File: src/rtl/step_ctrl.sv
// Step-pulse generator: debounced single-step button or free-running divider drives STEP.
// Latency: key fall to STEP is 2 (sync) + DEBOUNCE_CYCLES cycles; run mode steps every RUN_DIV cycles.
// Backpressure: none; STEP is a fire-and-forget one-cycle pulse.
//
// Ports:
//   CLK       board clock
//   RST       asynchronous active-low reset
//   KEY_STEP  raw active-low step button (asynchronous)
//   KEY_RUN   raw active-low run/stop button (asynchronous), each press toggles RUN_MODE
//   STEP      registered one-cycle step pulse
//   RUN_MODE  1 = free-run, 0 = single-step
//   STEP_CNT  number of STEP pulses since reset, wraps at 2^CNT_W
//
// Optional feature macro: STEP_CTRL_CNT_EN. When undefined, the step counter is not
// built and STEP_CNT is tied to zero.

module step_ctrl #(
    parameter int DEBOUNCE_CYCLES = 500000,
    parameter int RUN_DIV         = 12500000,
    parameter int CNT_W           = 16
) (
    input  logic             CLK,
    input  logic             RST,
    input  logic             KEY_STEP,
    input  logic             KEY_RUN,
    output logic             STEP,
    output logic             RUN_MODE,
    output logic [CNT_W-1:0] STEP_CNT
);

    // The debounce counter only ever needs to reach DEBOUNCE_CYCLES-2: the transition
    // out of a WAIT state happens on the edge where it would become DEBOUNCE_CYCLES-1,
    // so exactly DEBOUNCE_CYCLES consecutive stable samples are seen (including the
    // sample that left IDLE/HELD).
    localparam int DB_W = (DEBOUNCE_CYCLES > 2) ? $clog2(DEBOUNCE_CYCLES) : 1;
    localparam logic [DB_W-1:0] DB_LAST = DB_W'(DEBOUNCE_CYCLES - 2);

    localparam int DIV_W = (RUN_DIV > 2) ? $clog2(RUN_DIV) : 1;
    localparam logic [DIV_W-1:0] DIV_LAST = DIV_W'(RUN_DIV - 1);

    typedef enum logic [1:0] {
        IDLE         = 2'd0,
        PRESS_WAIT   = 2'd1,
        HELD         = 2'd2,
        RELEASE_WAIT = 2'd3
    } db_state_t;

    // Bit 0 = step key, bit 1 = run key.
    logic [1:0] key_raw;
    logic [1:0] sync1;
    logic [1:0] sync2;
    logic [1:0] press;

    assign key_raw = {KEY_RUN, KEY_STEP};

    // Two-flop synchronizers, reset to the released level.
    always_ff @(posedge CLK or negedge RST) begin
        if (!RST) begin
            sync1 <= 2'b11;
            sync2 <= 2'b11;
        end else begin
            sync1 <= key_raw;
            sync2 <= sync1;
        end
    end

    // One debounce FSM per key. press_q is high for the single cycle after the
    // press has been accepted; a held key never re-fires until a debounced release.
    for (genvar k = 0; k < 2; k++) begin : g_db
        db_state_t       state;
        logic [DB_W-1:0] cnt;
        logic            press_q;
        logic            key_s;

        assign key_s = sync2[k];

        always_ff @(posedge CLK or negedge RST) begin
            if (!RST) begin
                state   <= IDLE;
                cnt     <= '0;
                press_q <= 1'b0;
            end else begin
                press_q <= 1'b0;
                case (state)
                    IDLE: begin
                        if (!key_s) begin
                            state <= PRESS_WAIT;
                            cnt   <= '0;
                        end
                    end
                    PRESS_WAIT: begin
                        if (key_s) begin
                            state <= IDLE;
                        end else if (cnt == DB_LAST) begin
                            state   <= HELD;
                            press_q <= 1'b1;
                        end else begin
                            cnt <= cnt + 1'b1;
                        end
                    end
                    HELD: begin
                        if (key_s) begin
                            state <= RELEASE_WAIT;
                            cnt   <= '0;
                        end
                    end
                    RELEASE_WAIT: begin
                        if (!key_s) begin
                            state <= HELD;
                        end else if (cnt == DB_LAST) begin
                            state <= IDLE;
                        end else begin
                            cnt <= cnt + 1'b1;
                        end
                    end
                    default: begin
                        state <= IDLE;
                        cnt   <= '0;
                    end
                endcase
            end
        end

        assign press[k] = press_q;
    end

    logic             press_step;
    logic             press_run;
    logic [DIV_W-1:0] div;
    logic [DIV_W-1:0] div_nxt;
    logic             step_nxt;

    assign press_step = press[0];
    assign press_run  = press[1];

    // Every decision uses RUN_MODE before a toggle lands. A toggle in either
    // direction suppresses both step sources for that edge and clears the divider,
    // so STEP is registered in the same cycle the divider shows RUN_DIV-1.
    always_comb begin
        div_nxt  = '0;
        step_nxt = 1'b0;
        if (RUN_MODE && !press_run) begin
            div_nxt = (div == DIV_LAST) ? '0 : div + 1'b1;
        end
        if (!press_run) begin
            if (RUN_MODE) begin
                step_nxt = (div_nxt == DIV_LAST);
            end else begin
                step_nxt = press_step;
            end
        end
    end

    always_ff @(posedge CLK or negedge RST) begin
        if (!RST) begin
            RUN_MODE <= 1'b0;
            div      <= '0;
            STEP     <= 1'b0;
        end else begin
            if (press_run) begin
                RUN_MODE <= ~RUN_MODE;
            end
            div  <= div_nxt;
            STEP <= step_nxt;
        end
    end

`ifdef STEP_CTRL_CNT_EN
    logic [CNT_W-1:0] step_cnt_q;

    always_ff @(posedge CLK or negedge RST) begin
        if (!RST) begin
            step_cnt_q <= '0;
        end else if (STEP) begin
            step_cnt_q <= step_cnt_q + 1'b1;
        end
    end

    assign STEP_CNT = step_cnt_q;
`else
    assign STEP_CNT = '0;
`endif

endmodule

File: config.mk
export PLATFORM = sky130hd
export DESIGN_NAME = step_ctrl
export DESIGN_NICKNAME = d
export VERILOG_FILES = /design/src/rtl/step_ctrl.sv
export SDC_FILE = /design/constraint.sdc
export NUM_CORES = 1
export LEC_CHECK = 0
export ABC_AREA = 1
export ABC_CLOCK_PERIOD_IN_PS = 2150
export CAP_MARGIN = 20
export CORE_UTILIZATION = 29
export CTS_CLUSTER_DIAMETER = 150
export DETAILED_ROUTE_END_ITERATION = 8
export DONT_BUFFER_PORTS = 1
export PLACE_DENSITY = 0.41
export SETUP_SLACK_MARGIN = 0.05
export SLEW_MARGIN = 30
export SYNTH_ARGS = -nofsm -noshare
export SYNTH_HDL_FRONTEND = slang
export SYNTH_SLANG_ARGS = --single-unit
File: constraint.sdc
create_clock -name CLK -period 2.15 [get_ports CLK]
set_input_delay 0.43 -clock CLK [delete_from_list [all_inputs] [get_ports CLK]]
set_output_delay 0.43 -clock CLK [all_outputs]
set_load 0.005 [all_outputs]
## Word level (Yosys, flattened, before mapping)

Cells that the tools add are included.
Widths: inputs -> output; s select.

| cells by class | value |
|---|---|
| reductions and logical operators | 8 |
| divide/modulo/power cells | 0 |
| shifts and indexed selects | 0 |
| bitwise operators | 1 |
| equality and inequality tests | 22 |
| multiplexer cells | 36 |
| multipliers | 0 |
| order comparisons | 0 |
| add/sub/neg operators | 3 |

Operators with widths:

| cell | number |
|---|---|
| $mux 19 | 10 |
| $pmux 19 s4 | 2 |
| $eq 24x24->1 const B | 2 |
| $mux 24 | 2 |
| $add 19x1->19 const B | 2 |
| $eq 19x19->1 const B | 2 |
| $add 24x1->24 const B | 1 |
| $mux 2 | 12 |
| $ne 2x2->1 const B | 8 |
| $pmux 2 s4 | 2 |
| $reduce_and 4->1 | 4 |
| $ne 3x3->1 const B | 4 |
| $eq 2x2->1 const B | 4 |
| $mux 1 | 8 |
| $eq 2x1->1 const B | 2 |
| $logic_not 2->1 | 2 |
| $logic_and 1x1->1 | 1 |
| $logic_not 1->1 | 1 |
| $not 1->1 | 1 |

| storage, ports and cells | value |
|---|---|
| word-level logic and storage cells | 81 |
| bits in latches | 0 |
| memory bits (writable) | 0 |
| memory bits (read-only) | 0 |
| memories | 0 |
| bits in registers | 74 |
| output and inout port bits | 18 |

## Depth between registers and ports, before layout

| depth | value |
|---|---|
| word-level depth | 6 |
| gate-level depth with buffers | 14 |
| gate-level depth less buffers | 14 |

## Worst setup path before layout

OpenSTA, ideal clock, no wires.

| path | value |
|---|---|
| path type | register to register |
| start point | register div[0] |
| end point | register STEP |
| required time | 2.077 ns |
| period minus slack after synthesis | 1.646 ns |
| setup slack | 0.504 ns |
| stages on the path, launching flop included | 14 |
| arrival time | 1.573 ns |
| path buffers | 1 |
| path through | dfrtp_1 > ha_1 > nand2_2 > inv_1 > nand2_1 > nor2_1 > nand3_2 > nand2_1 > buf_4 > inv_2 > nand3_1 > nor2_1 > nand3_1 > a21oi_2 |

| between the ends | value |
|---|---|
| word-level cells in the longest chain between the ends | 6 |
| elaborated cells on any way between the ends | 7 |
| classes of those cells | add/sub (1); eq/ne (2); mux (4) |

RTL lines:

| item | RTL line | RTL |
|---|---|---|
| start: declaration | 129 | `logic [DIV_W-1:0] div;` |
| start signal: assignment | 163 | `div <= div_nxt;` |
| $add 24x1->24 / $eq 24x24->1 (equally long branches) | 143 | `div_nxt = (div == DIV_LAST) ? '0 : div + 1'b1;` |
| $mux 24 * | 143 |  |
| $mux 24 * | 142 | `if (RUN_MODE && !press_run) begin` |
| $eq 24x24->1 * | 147 | `step_nxt = (div_nxt == DIV_LAST);` |
| $mux 1 * | 146 | `if (RUN_MODE) begin` |
| $mux 1 * | 145 | `if (!press_run) begin` |
| named net step_nxt | 131 | `logic step_nxt;` |
| end signal: assignment | 164 | `STEP <= step_nxt;` |
| end: declaration | 26 | `output logic STEP,` |

Mark *: on every way through the listed nets, which the timed path passes. The rest lies on a longest branch.
A chain may end at the register's enable or synchronous reset.

## Worst setup path after layout

| path | value |
|---|---|
| start point | register g_db[0].cnt[0] |
| end point | register g_db[0].cnt[12] |

| between the ends | value |
|---|---|
| word-level cells in the longest chain between the ends | 4 |
| elaborated cells on any way between the ends | 6 |
| classes of those cells | add/sub (1); eq/ne (1); mux (4) |

RTL lines:

| item | RTL line | RTL |
|---|---|---|
| start: declaration | 71 | `logic [DB_W-1:0] cnt;` |
| start signal: assignment | 98 | `cnt <= cnt + 1'b1;` |
| start signal: assignment | 113 | `cnt <= cnt + 1'b1;` |
| $add 19x1->19 / $eq 19x19->1 (equally long branches) | n/a |  |
| $mux 19 * | 94, 110 |  |
| $mux 19 (on tied branches) | 108, 92 |  |
| $pmux 19 s4 * | 84 | `case (state)` |

Every way passes the cells marked *; elsewhere a longest branch is shown, timed or not. The select of a mux whose other input is x is not followed.

==> summary.md <==
| Metric | Value |
|---|---|
| Slowest cell on crit path | `dfrtp_1` |
| Initial antenna violation count | `0` |
| CTS tree | `done` |
| Final Non-Filler Cells | `824` |
| Drt wl/cell | `13.6 um` |
| Area Growth Syn to Fin | `11.3%` |
| Die area | `16300 um^2` |
| Post-route ant nets | `0` |
| Leakage | `2.18 nW` |
| Setup ws final | `0.249 ns` |
| Crit path largest cell delay | `0.44 ns` |
| Fmax | `0.526 GHz` |
| WHS | `-0.222 ns` |
| Final GP Congestion | `0.830` |
| First-pass GRT wire length | `18800 um` |
| Max Cap Violations | `0` |
| Filler cells | `1679` |
| Synthesized area per cell | `7.63 um^2` |
| Worst Path Class, Setup | `register to register` |
| Crit path cell chain | `inv_1 -> ha_1 -> nand4_1 -> nor3_1 -> nand4_1 -> nand2_2 -> buf_4 -> nor3_1 -> o21ai_1 -> nor2_1` |
| Hold Path Class | `input port to async pin` |
| Inserted Clock Buffers | `9` |
| Largest net degree at the start of global routing | `75` |
| Fin crit period | `1.90 ns` |
| Initial DRC count | `192` |
| Buffer depth of the longest clock path | `2` |
| Mapped Cells | `599` |
| DP Worst Slack | `0.196 ns` |
| Status | `finished, violations left` |
| Total Power | `3.15 mW` |
| Tcrit/Tclk final | `88.4%` |
| Seq/Total Area, Yosys | `40.6%` |
| Gr ovfl total | `0` |
| Worst VDD drop | `0.543 mV` |
| Post-synthesis register bit count | `74` |
| RSZ-0062 raised after global routing | `true` |
| Crit end category | `register` |
| Clock Skews | `0.00478 ns` |
| Final Hold Vio Count | `74` |
| Row count | `45` |
| # setup viols final | `0` |
| Register area | `1860 um^2` |
| DIE HEIGHT | `128 um` |
| CP Max Fanout | `17` |
| Overall die width | `128 um` |
| Setup Total Neg Slack | `0 ns` |
| Share of layout cells above drive strength 1 | `11.9%` |
| Core Region | `15300 um^2` |
| Clk slew on worst S/H paths | `0.06 ns` |
| Initial Utilization | `29.9%` |
| Critical Path RT | `2.37 ns` |
| Post-DP HPWL | `8250 um` |
| Power Dens Cells | `620 nW/um^2` |
| Failing checks | `negative hold slack` |
| DR DRC count | `0` |
| Via count | `3785` |
| IO Count | `22` |
| Multi-input logic area | `2290 um^2` |
| Synth unique cells | `39` |
| Worst Path Buf+Inv | `2` |
| Vias in the first global route | `3675` |
| Vias/cell | `4.59` |
| Clock latency at the later pin of the worst-skew pair | `0.34 ns` |
| Port bufs | `0` |
| Ys Warns | `0` |
| Routed wire length | `11200 um` |
| Max-slew violations | `0` |
| Family with the most delay on the worst path | `simple AND/OR/NAND/NOR gates` |
| Critical path data arrival time | `2.12 ns` |
| Final Util | `33.2%` |
| CP Launch Type | `register` |
| Synthesized cell area | `4570 um^2` |
| Clock sink total | `74` |
| Post-layout net count | `617` |
| N_diodes | `0` |
| CTS Root Cell | `clkbuf_16` |
| Pre-antenna DRT Iters | `6` |
| GRT Total Usage | `15.0%` |
| Placed Cells | `808` |
| CTS H-tree lvls | `3` |
-- logic make-up after synthesis --
family / count (synthesis) / share of synthesized area, %
AND/OR/NAND/NOR: 335 / 35.3
flip-flops: 74 / 40.6
adder cells (fa/ha/maj): 5 / 1.37
AO/OA/AOI/OAI: 54 / 7.25
buffers and inverters: 105 / 10.6
other: 1 / 0.0820
XOR/XNOR: 25 / 4.79
-- layout by cell type (no fill, tap or decap), types with 2 or more instances in the layout --
cell,n
nand2_2,14
nor2_2,7
inv_1,68
conb_1,16
nor4_1,9
nor3b_1,2
nand2_4,2
nand4_1,24
clkinvlp_4,2
and3_1,2
nand3b_1,4
inv_2,8
o21bai_1,3
buf_4,10
o21ai_1,7
ha_1,5
nor3_1,24
nor2_1,53
xnor2_1,5
dfrtp_1,70
a21oi_1,10
dfstp_2,4
o31ai_1,17
xor2_1,20
clkbuf_16,9
o21ai_0,14
nand2_1,133
nand3_1,49
nor2_4,7
-- power breakdown --
part | switching (mW) | internal (mW)
sequential | 0.0319 | 1.42
clock | 0.633 | 0.937
combinational | 0.0893 | 0.0375
-- sequential cells by signal, indices dropped and copies added (netlist names), named ones only --
register,count
sync2,2
RUN_MODE,1
sync1,2
g_db.cnt,38
g_db.press_q,2
g_db.state,2
div,24
STEP,1
-- worst paths after layout --
check                          startpoint              end  slack (ns)  cells past startpoint
min reg2reg                      sync1[1]         sync2[1]        0.36                      0
max                        g_db[0].cnt[0]  g_db[0].cnt[12]        0.25                     10
max reg2reg                g_db[0].cnt[0]  g_db[0].cnt[12]        0.25                     10
max in group asynchronous             RST         sync1[0]        2.15                      0
min                                   RST           div[5]       -0.22                      0
min in group CLK                  KEY_RUN         sync1[1]        0.08                      0
-- metal layers --
layer	global-route usage, %	part of all wire, %	vias up
li1	-	-	1953
met1	19.1	48	1772
met2	25.1	48	51
met3	3.94	3.4	9
met4	4.20	1.1	0
met5	0	0	-
-- Yosys cell counts (all sizes together) --
cell,number,area (um^2)
nor2,68,339
a21oi,11,58.8
o31ai,17,128
dfstp,4,105
o21ai,21,105
and2,1,6.26
nand3b,4,30.0
conb,1,3.75
clkbuf,3,11.3
nand2,149,607
inv,77,289
nor3,24,120
buf,24,181
xnor2,5,43.8
ha,5,62.6
and3,2,12.5
dfrtp,70,1750
nand4,24,150
nor3b,2,15.0
o22ai,1,6.26
clkinv,1,3.75
xor2,20,175
nor4,10,68.8
nand3,50,255
o21bai,4,33.8
nor4b,1,8.76
-- per-stage QoR --
stage | area [um^2] | hold slack, ns
after CTS | 5080 | -0.243
after global placement | 4770 | 0.137
after global routing | 5090 | -0.247
after floorplan | 4630 | 0.134
final | 5090 | -0.222
after detailed placement | 4770 | 0.137
-- cell type report --
cell class	count	area share (%)
clock inverters	5	1.23
flip-flops and latches	74	36.5
well taps	211	5.19
inverters	78	5.80
multi-input cells	435	45.0
clock buffers	11	4.77
repair buffers	10	1.48
-- repair_timing --
item,CTS,global route
endpoints found under the hold margin,74,74
resized for setup,0,4
buffers inserted,0,0
setup endpoints to repair,0,2
No activity file was read; power rests on OpenSTA's default activity.
==> patch 1, RTL diff (same settings) <==
Register the output `RUN_MODE` once more, with the module's reset; this adds one clock of latency there. The other outputs are not delayed to match.
--- a/src/rtl/step_ctrl.sv
+++ b/src/rtl/step_ctrl.sv
@@ -45,4 +45,6 @@
         RELEASE_WAIT = 2'd3
     } db_state_t;
+
+    logic RUN_MODE_s0;
 
     // Bit 0 = step key, bit 1 = run key.
@@ -140,9 +142,9 @@
         div_nxt  = '0;
         step_nxt = 1'b0;
-        if (RUN_MODE && !press_run) begin
+        if (RUN_MODE_s0 && !press_run) begin
             div_nxt = (div == DIV_LAST) ? '0 : div + 1'b1;
         end
         if (!press_run) begin
-            if (RUN_MODE) begin
+            if (RUN_MODE_s0) begin
                 step_nxt = (div_nxt == DIV_LAST);
             end else begin
@@ -154,10 +156,10 @@
     always_ff @(posedge CLK or negedge RST) begin
         if (!RST) begin
-            RUN_MODE <= 1'b0;
+            RUN_MODE_s0 <= 1'b0;
             div      <= '0;
             STEP     <= 1'b0;
         end else begin
             if (press_run) begin
-                RUN_MODE <= ~RUN_MODE;
+                RUN_MODE_s0 <= ~RUN_MODE_s0;
             end
             div  <= div_nxt;
@@ -182,4 +184,12 @@
 `endif
 
+    always_ff @(posedge CLK or negedge RST) begin
+        if (!RST) begin
+            RUN_MODE <= '0;
+        end else begin
+            RUN_MODE <= RUN_MODE_s0;
+        end
+    end
+
 endmodule
 
Behaviour: no difference found for any inputs over 10 cycles, from zero or initial values and one cycle with RST low; that may be too few to reach the edited logic, so the function may still have changed.
==> patch 1 against the original RTL <==
The run still ends with hold timing left. Hold slack got worse by 0.0091 ns. Routed wire length rose by 5.8%. Maximum frequency rose by 0.26%. Synthesized area rose by 3.6%. Power rose by 8.7%. Global-route usage rose by 0.40 points. Clock skew rose by 0.0037 ns. Sequential cell count rose by 1. Count of clock-buffer cells in the layout fell by 1. Design area rose by 5.3%. Setup slack improved by 0.0050 ns. Largest cell class unchanged.
==> patch 1: results (changes against the original RTL) <==
| Metric | Value |
|---|---|
| Status | finished, violations left |
| Violated checks | hold timing |
| Nets | 651 (+5.5%) |
| Fillers | 1697 (+1.1%) |
| Layout Skew | 0.008486 ns (+0.003704 ns) |
| First-pass DRT Iterations | 4 (-2) |
| Commonest cells in the netlist | nand2_1 (144), inv_1 (74), dfrtp_1 (71), nor2_1 (57), nand3_1 (55) |
| Total Routing Usage GR | 15.44% (+0.40 points) |
| Post-CTS setup buffer count | 0 (unchanged) |
| Layout cell share with drive strength beyond 1 | 13.29% (+1.4 points) |
| Sequential share of the synthesized area | 39.73% (-0.89 points) |
| Worst vdd ir | 0.3688 mV (-32%) |
| CP Data Arrival Time | 2.17 ns (+0.05 ns) |
| Hold Slack | -0.2313 ns (-0.009082 ns) |
| Number of distinct library cells after synthesis | 43 (+10%) |
| Avg WL per Cell | 13.72 µm (+0.99%) |
| Vias in the first global route | 3908 (+6.3%) |
| Largest net degree at the start of global routing | 76 (+1.3%) |
| Internal power | 2.660 mW (+11%) |
| DR vias | 4084 (+7.9%) |
| Gpl congestion | 0.8392 (+1.1%) |
| Die area | 16850 µm² (+3.6%) |
| Reg2reg start | div[0] |
| Global-route wire length before repair | 19910 µm (+6.0%) |
| Top cells by area, synth | dfrtp_1 (38%), nand2_1 (11%), inv_1 (5.9%) |
| FF-to-FF End | STEP |
| Crit-path max FO | 5 (-12) |
| Final Hold Fails | 75 (+1.4%) |
| FF-to-FF path depth | 12 (+2) |
| Leakage | 2.296 nW (+5.3%) |
| PnR worst setup slack | 0.2544 ns (+0.004997 ns) |
| Pre-CTS WS | 0.1877 ns (-0.008634 ns) |
| HPWL Detailed | 8738 µm (+5.9%) |
==> patch 1: worst max-delay path by stage <==
stage	endpoint	depth (start not counted)	from
after CTS	STEP	12	div[0]
after detailed placement	STEP	12	div[0]
after global routing	STEP	13	div[0]
after floorplan	STEP	13	div[0]
after global placement	STEP	12	div[0]
final	STEP	12	div[0]
==> patch 1: area by class of cell <==
type | count | share of cell area, %
timing repair buffer | 16 | 2.242
tap | 216 | 5.046
inverter | 82 | 5.746
multi-input combinational | 458 | 45.27
sequential | 75 | 35.13
clock inverter | 6 | 2.102
clock buffer | 10 | 4.462
==> patch 1: cells by family (layout without fill, tap and decap cells) <==
logic type	after synthesis	after routing	share of synthesized area, %
other cells	1	16	0.07916
fa+ha+maj	5	5	1.321
compound gates	51	51	6.683
flops	75	75	39.73
buf+inv	112	114	10.46
simple gates	360	360	36.93
xor+xnor	26	26	4.807
==> patch 1: timing repair <==
item	4_1_cts	5_1_grt
resized for setup	0	2
endpoints found under the setup margin	0	2
hold endpoints to repair	75	75
==> patch 1: critical path, cell delays in order (launching register included) <==
cell and delay, ns:
dfrtp_1 0.39, ha_1 0.24, nand2_2 0.12, inv_1 0.05, nand2_1 0.10, nor2_1 0.06
nand3_2 0.12, nand2_2 0.11, inv_2 0.12, nand3_1 0.15, nor2_2 0.15, nand3_2 0.08
a21oi_2 0.11
==> patch 1: routing by layer <==
layer	global-route usage, %	vias to the layer above	share of wire (%)
met1	20.56	1942	50
met2	24.35	71	45
met4	7.045	0	2.1
li1	-	2052	-
met5	0	-	0
met3	2.829	19	3.3
==> patch 1: per-stage QoR <==
stage          area [µm²]  std cells  hold WS [ns]
3_5_place_dp         4996        847        0.1384
3_3_place_gp         4996        847        0.1377
6_report             5356        863       -0.2313
4_1_cts              5348        863       -0.2422
5_1_grt              5356        863       -0.2461
2_1_floorplan        4793        645        0.1344
==> patch 1: power by group through the flow <==
| stage | Sequential [mW] | Clock [mW] | Combinational, mW |
|---|---|---|---|
| floorplan | 1.49 | 0 | 0.126 |
| finish | 1.47 | 1.80 | 0.159 |
| global placement | 1.49 | 0 | 0.162 |
| CTS | 1.47 | 1.86 | 0.160 |
| global route | 1.47 | 1.90 | 0.184 |
| detailed placement | 1.49 | 0 | 0.160 |
==> patch 2, RTL diff (same flow settings) <==
Made on the original files. Change the parameter `DEBOUNCE_CYCLES` from 500000 to 1000000.
--- a/src/rtl/step_ctrl.sv
+++ b/src/rtl/step_ctrl.sv
@@ -16,5 +16,5 @@
 
 module step_ctrl #(
-    parameter int DEBOUNCE_CYCLES = 500000,
+    parameter int DEBOUNCE_CYCLES = 1000000,
     parameter int RUN_DIV         = 12500000,
     parameter int CNT_W           = 16
Function: no difference found for any inputs over 10 cycles, from zero or initial values and one cycle with RST low; that may be too few to reach the edited logic, so the function may still have changed.
==> patch 2 against the original RTL <==
The flow still finishes with violations (hold timing). Via count grew 3.3%. Power is 12% higher. Synthesized area stayed put. Setup slack got worse by 0.0098 ns. Critical path depth up 3. Routed wire length fell by 0.49%. Core utilization up 0.78 points. Design area grew 2.4%. Sequential share of layout area increased by 0.12 points. Sequential cell count up 2. Synthesized cell count rose by 2.0%.
==> patch 2: results (changes against the original RTL) <==
| Metric | Value |
|---|---|
| Status | finished, violations left |
| Violated checks | hold timing |
| Initial antenna violation count | 0 (unchanged) |
| FF-to-FF path depth | 13 (+3) |
| Hold Slack | -0.2138 ns (+0.008477 ns) |
| Layout Skew | 0.008967 ns (+0.004186 ns) |
| Clk_lat worst skew | 0.34 ns (about the same) |
| GRT met2 Usage | 24.43% (-0.71 points) |
| Asr flop ratio synth | 100.0% (unchanged) |
| Gpl congestion | 0.8298 (about the same) |
| Largest net degree at the start of global routing | 77 (+2.7%) |
| Primary FF master, synth | dfrtp_1 |
| Global-route wire length before repair | 19270 µm (+2.6%) |
| Max Root-Sink Buffers | 2 (unchanged) |
| Final Hold Fails | 76 (+2.7%) |
| Top cells by area, synth | dfrtp_1 (39%), nand2_1 (12%), nor2_1 (6.2%) |
| First-pass DRT Iterations | 4 (-2) |
| Layout cell share with drive strength beyond 1 | 10.03% (-1.9 points) |
| GR Util met1 | 20.57% (+1.4 points) |
| Crit-path max FO | 5 (-12) |
| Nets | 632 (+2.4%) |
| Switch Pwr | 771.5 µW (+2.4%) |
| DR iter-0 viols | 203 (+5.7%) |
| Clock-pin slew on the worst setup and hold paths | around 0.070 ns |
| Port buffer count | 0 (unchanged) |
| HPWL Detailed | 8190 µm (-0.72%) |
| Leakage | 2.165 nW (-0.73%) |
| Synth warn | 0 (unchanged) |
| Drt total wl | 11140 µm (-0.49%) |
| Number of distinct library cells after synthesis | 37 (-5.1%) |
| Critical Path Max Stage Delay | 0.41 ns (-0.03 ns) |
| Worst vdd ir | 0.3721 mV (-32%) |
| Fillers | 1632 (-2.8%) |
| Hold crit path type | in2async |
| Cts bufs inserted | 9 (unchanged) |
| DR vias | 3910 (+3.3%) |
| Critical path's slowest cell | dfrtp_1 |
| Met3 Use GR | 2.052% (-1.9 points) |
| Total Routing Usage GR | 15.22% (+0.17 points) |
| Vias in the first global route | 3782 (+2.9%) |
| Top flop regs | g_db.cnt: 40 flops, div: 24 flops |
| CP Data Arrival Time | 2.19 ns (+0.07 ns) |
| Commonest cells in the netlist | nand2_1 (148), nor2_1 (76), dfrtp_1 (72), inv_1 (70), nand3_1 (49) |
| Sequential share of the synthesized area | 41.71% (+1.1 points) |
| H-tree Lvls | 3 (unchanged) |
| N_diodes | 0 (unchanged) |
| CTS root buf | clkbuf_16 |
-- patch 2: cell count changes after synthesis, moves of 7 or more --
cell,change
nor2_1,+22
xor2_1,-7
inv_2,-7
nand2_1,+14
nor3_1,-12
a21oi_1,+7
-- patch 2: layout make-up --
class / instances / area, µm² / area share, %
well taps: 211 / 264.0 / 5.070
flip-flops and latches: 76 / 1907 / 36.62
multi-input cells: 453 / 2308 / 44.33
inverters: 72 / 270.3 / 5.190
clock inverters: 7 / 146.4 / 2.811
repair buffers: 11 / 86.33 / 1.658
clock buffers: 9 / 225.2 / 4.325
-- patch 2: critical path: cells and delay by family (launching register included) --
kind,cells,cell delay (ns)
and+or+nand+nor,11,1.16
DFF,1,0.41
AOI/OAI and AO/OA,1,0.12
adders and majority gates,1,0.16
-- patch 2: final timing paths --
| path | startpoint | end | slack, ns |
|---|---|---|---|
| setup / recovery | div[0] | STEP | 0.24 |
| hold / removal | RST | g_db[1].cnt[5] | -0.21 |
| setup reg to reg | div[0] | STEP | 0.24 |
| hold reg to reg | sync1[0] | sync2[0] | 0.36 |
| max in group asynchronous | RST | sync2[1] | 2.15 |
| min in group CLK | KEY_RUN | sync1[1] | 0.08 |
-- patch 2: what timing repair did --
item / in CTS / in global routing
endpoints found under the hold margin: 76 / 76
resized for setup: 0 / 8
setup endpoints to repair: 0 / 16
setup buffers: 0 / 1
-- patch 2: routing by layer --
layer	share of wire (%)	wire length (µm)
met5	0	0
met4	1.8	197
met3	2.2	247
met2	46	5141
met1	50	5552
-- patch 2: logic make-up (layout without fill, tap and decap cells) --
kind of cell	Yosys count	in the layout	synth area share, %
AO/OA/AOI/OAI	61	61	8.046
XOR/XNOR	24	24	4.598
other	1	16	0.08202
buffers and inverters	97	99	9.633
adder cells (fa/ha/maj)	5	5	1.368
flip-flops	76	76	41.71
AND/OR/NAND/NOR	347	347	34.57
-- patch 2: stage by stage --
stage / power [mW] / setup WS [ns] / area, µm² / std cells / hold slack (ns)
3_5_place_dp: 1.641 / 0.07912 / 4797 / 822 / 0.1414
3_3_place_gp: 1.641 / 0.09669 / 4797 / 822 / 0.1402
6_report: 3.533 / 0.2396 / 5207 / 839 / -0.2138
4_1_cts: 3.599 / 0.08228 / 5169 / 838 / -0.2434
2_1_floorplan: 1.625 / 0.5306 / 4628 / 626 / 0.1344
5_1_grt: 3.655 / 0.01801 / 5207 / 839 / -0.2370
-- patch 2: power by group through the flow --
stage / Sequential (mW) / Combinational, mW / Clock, mW
2_1_floorplan: 1.51 / 0.116 / 0
3_3_place_gp: 1.52 / 0.124 / 0
3_5_place_dp: 1.52 / 0.123 / 0
4_1_cts: 1.49 / 0.123 / 1.98
5_1_grt: 1.50 / 0.144 / 2.02
6_report: 1.49 / 0.123 / 1.92
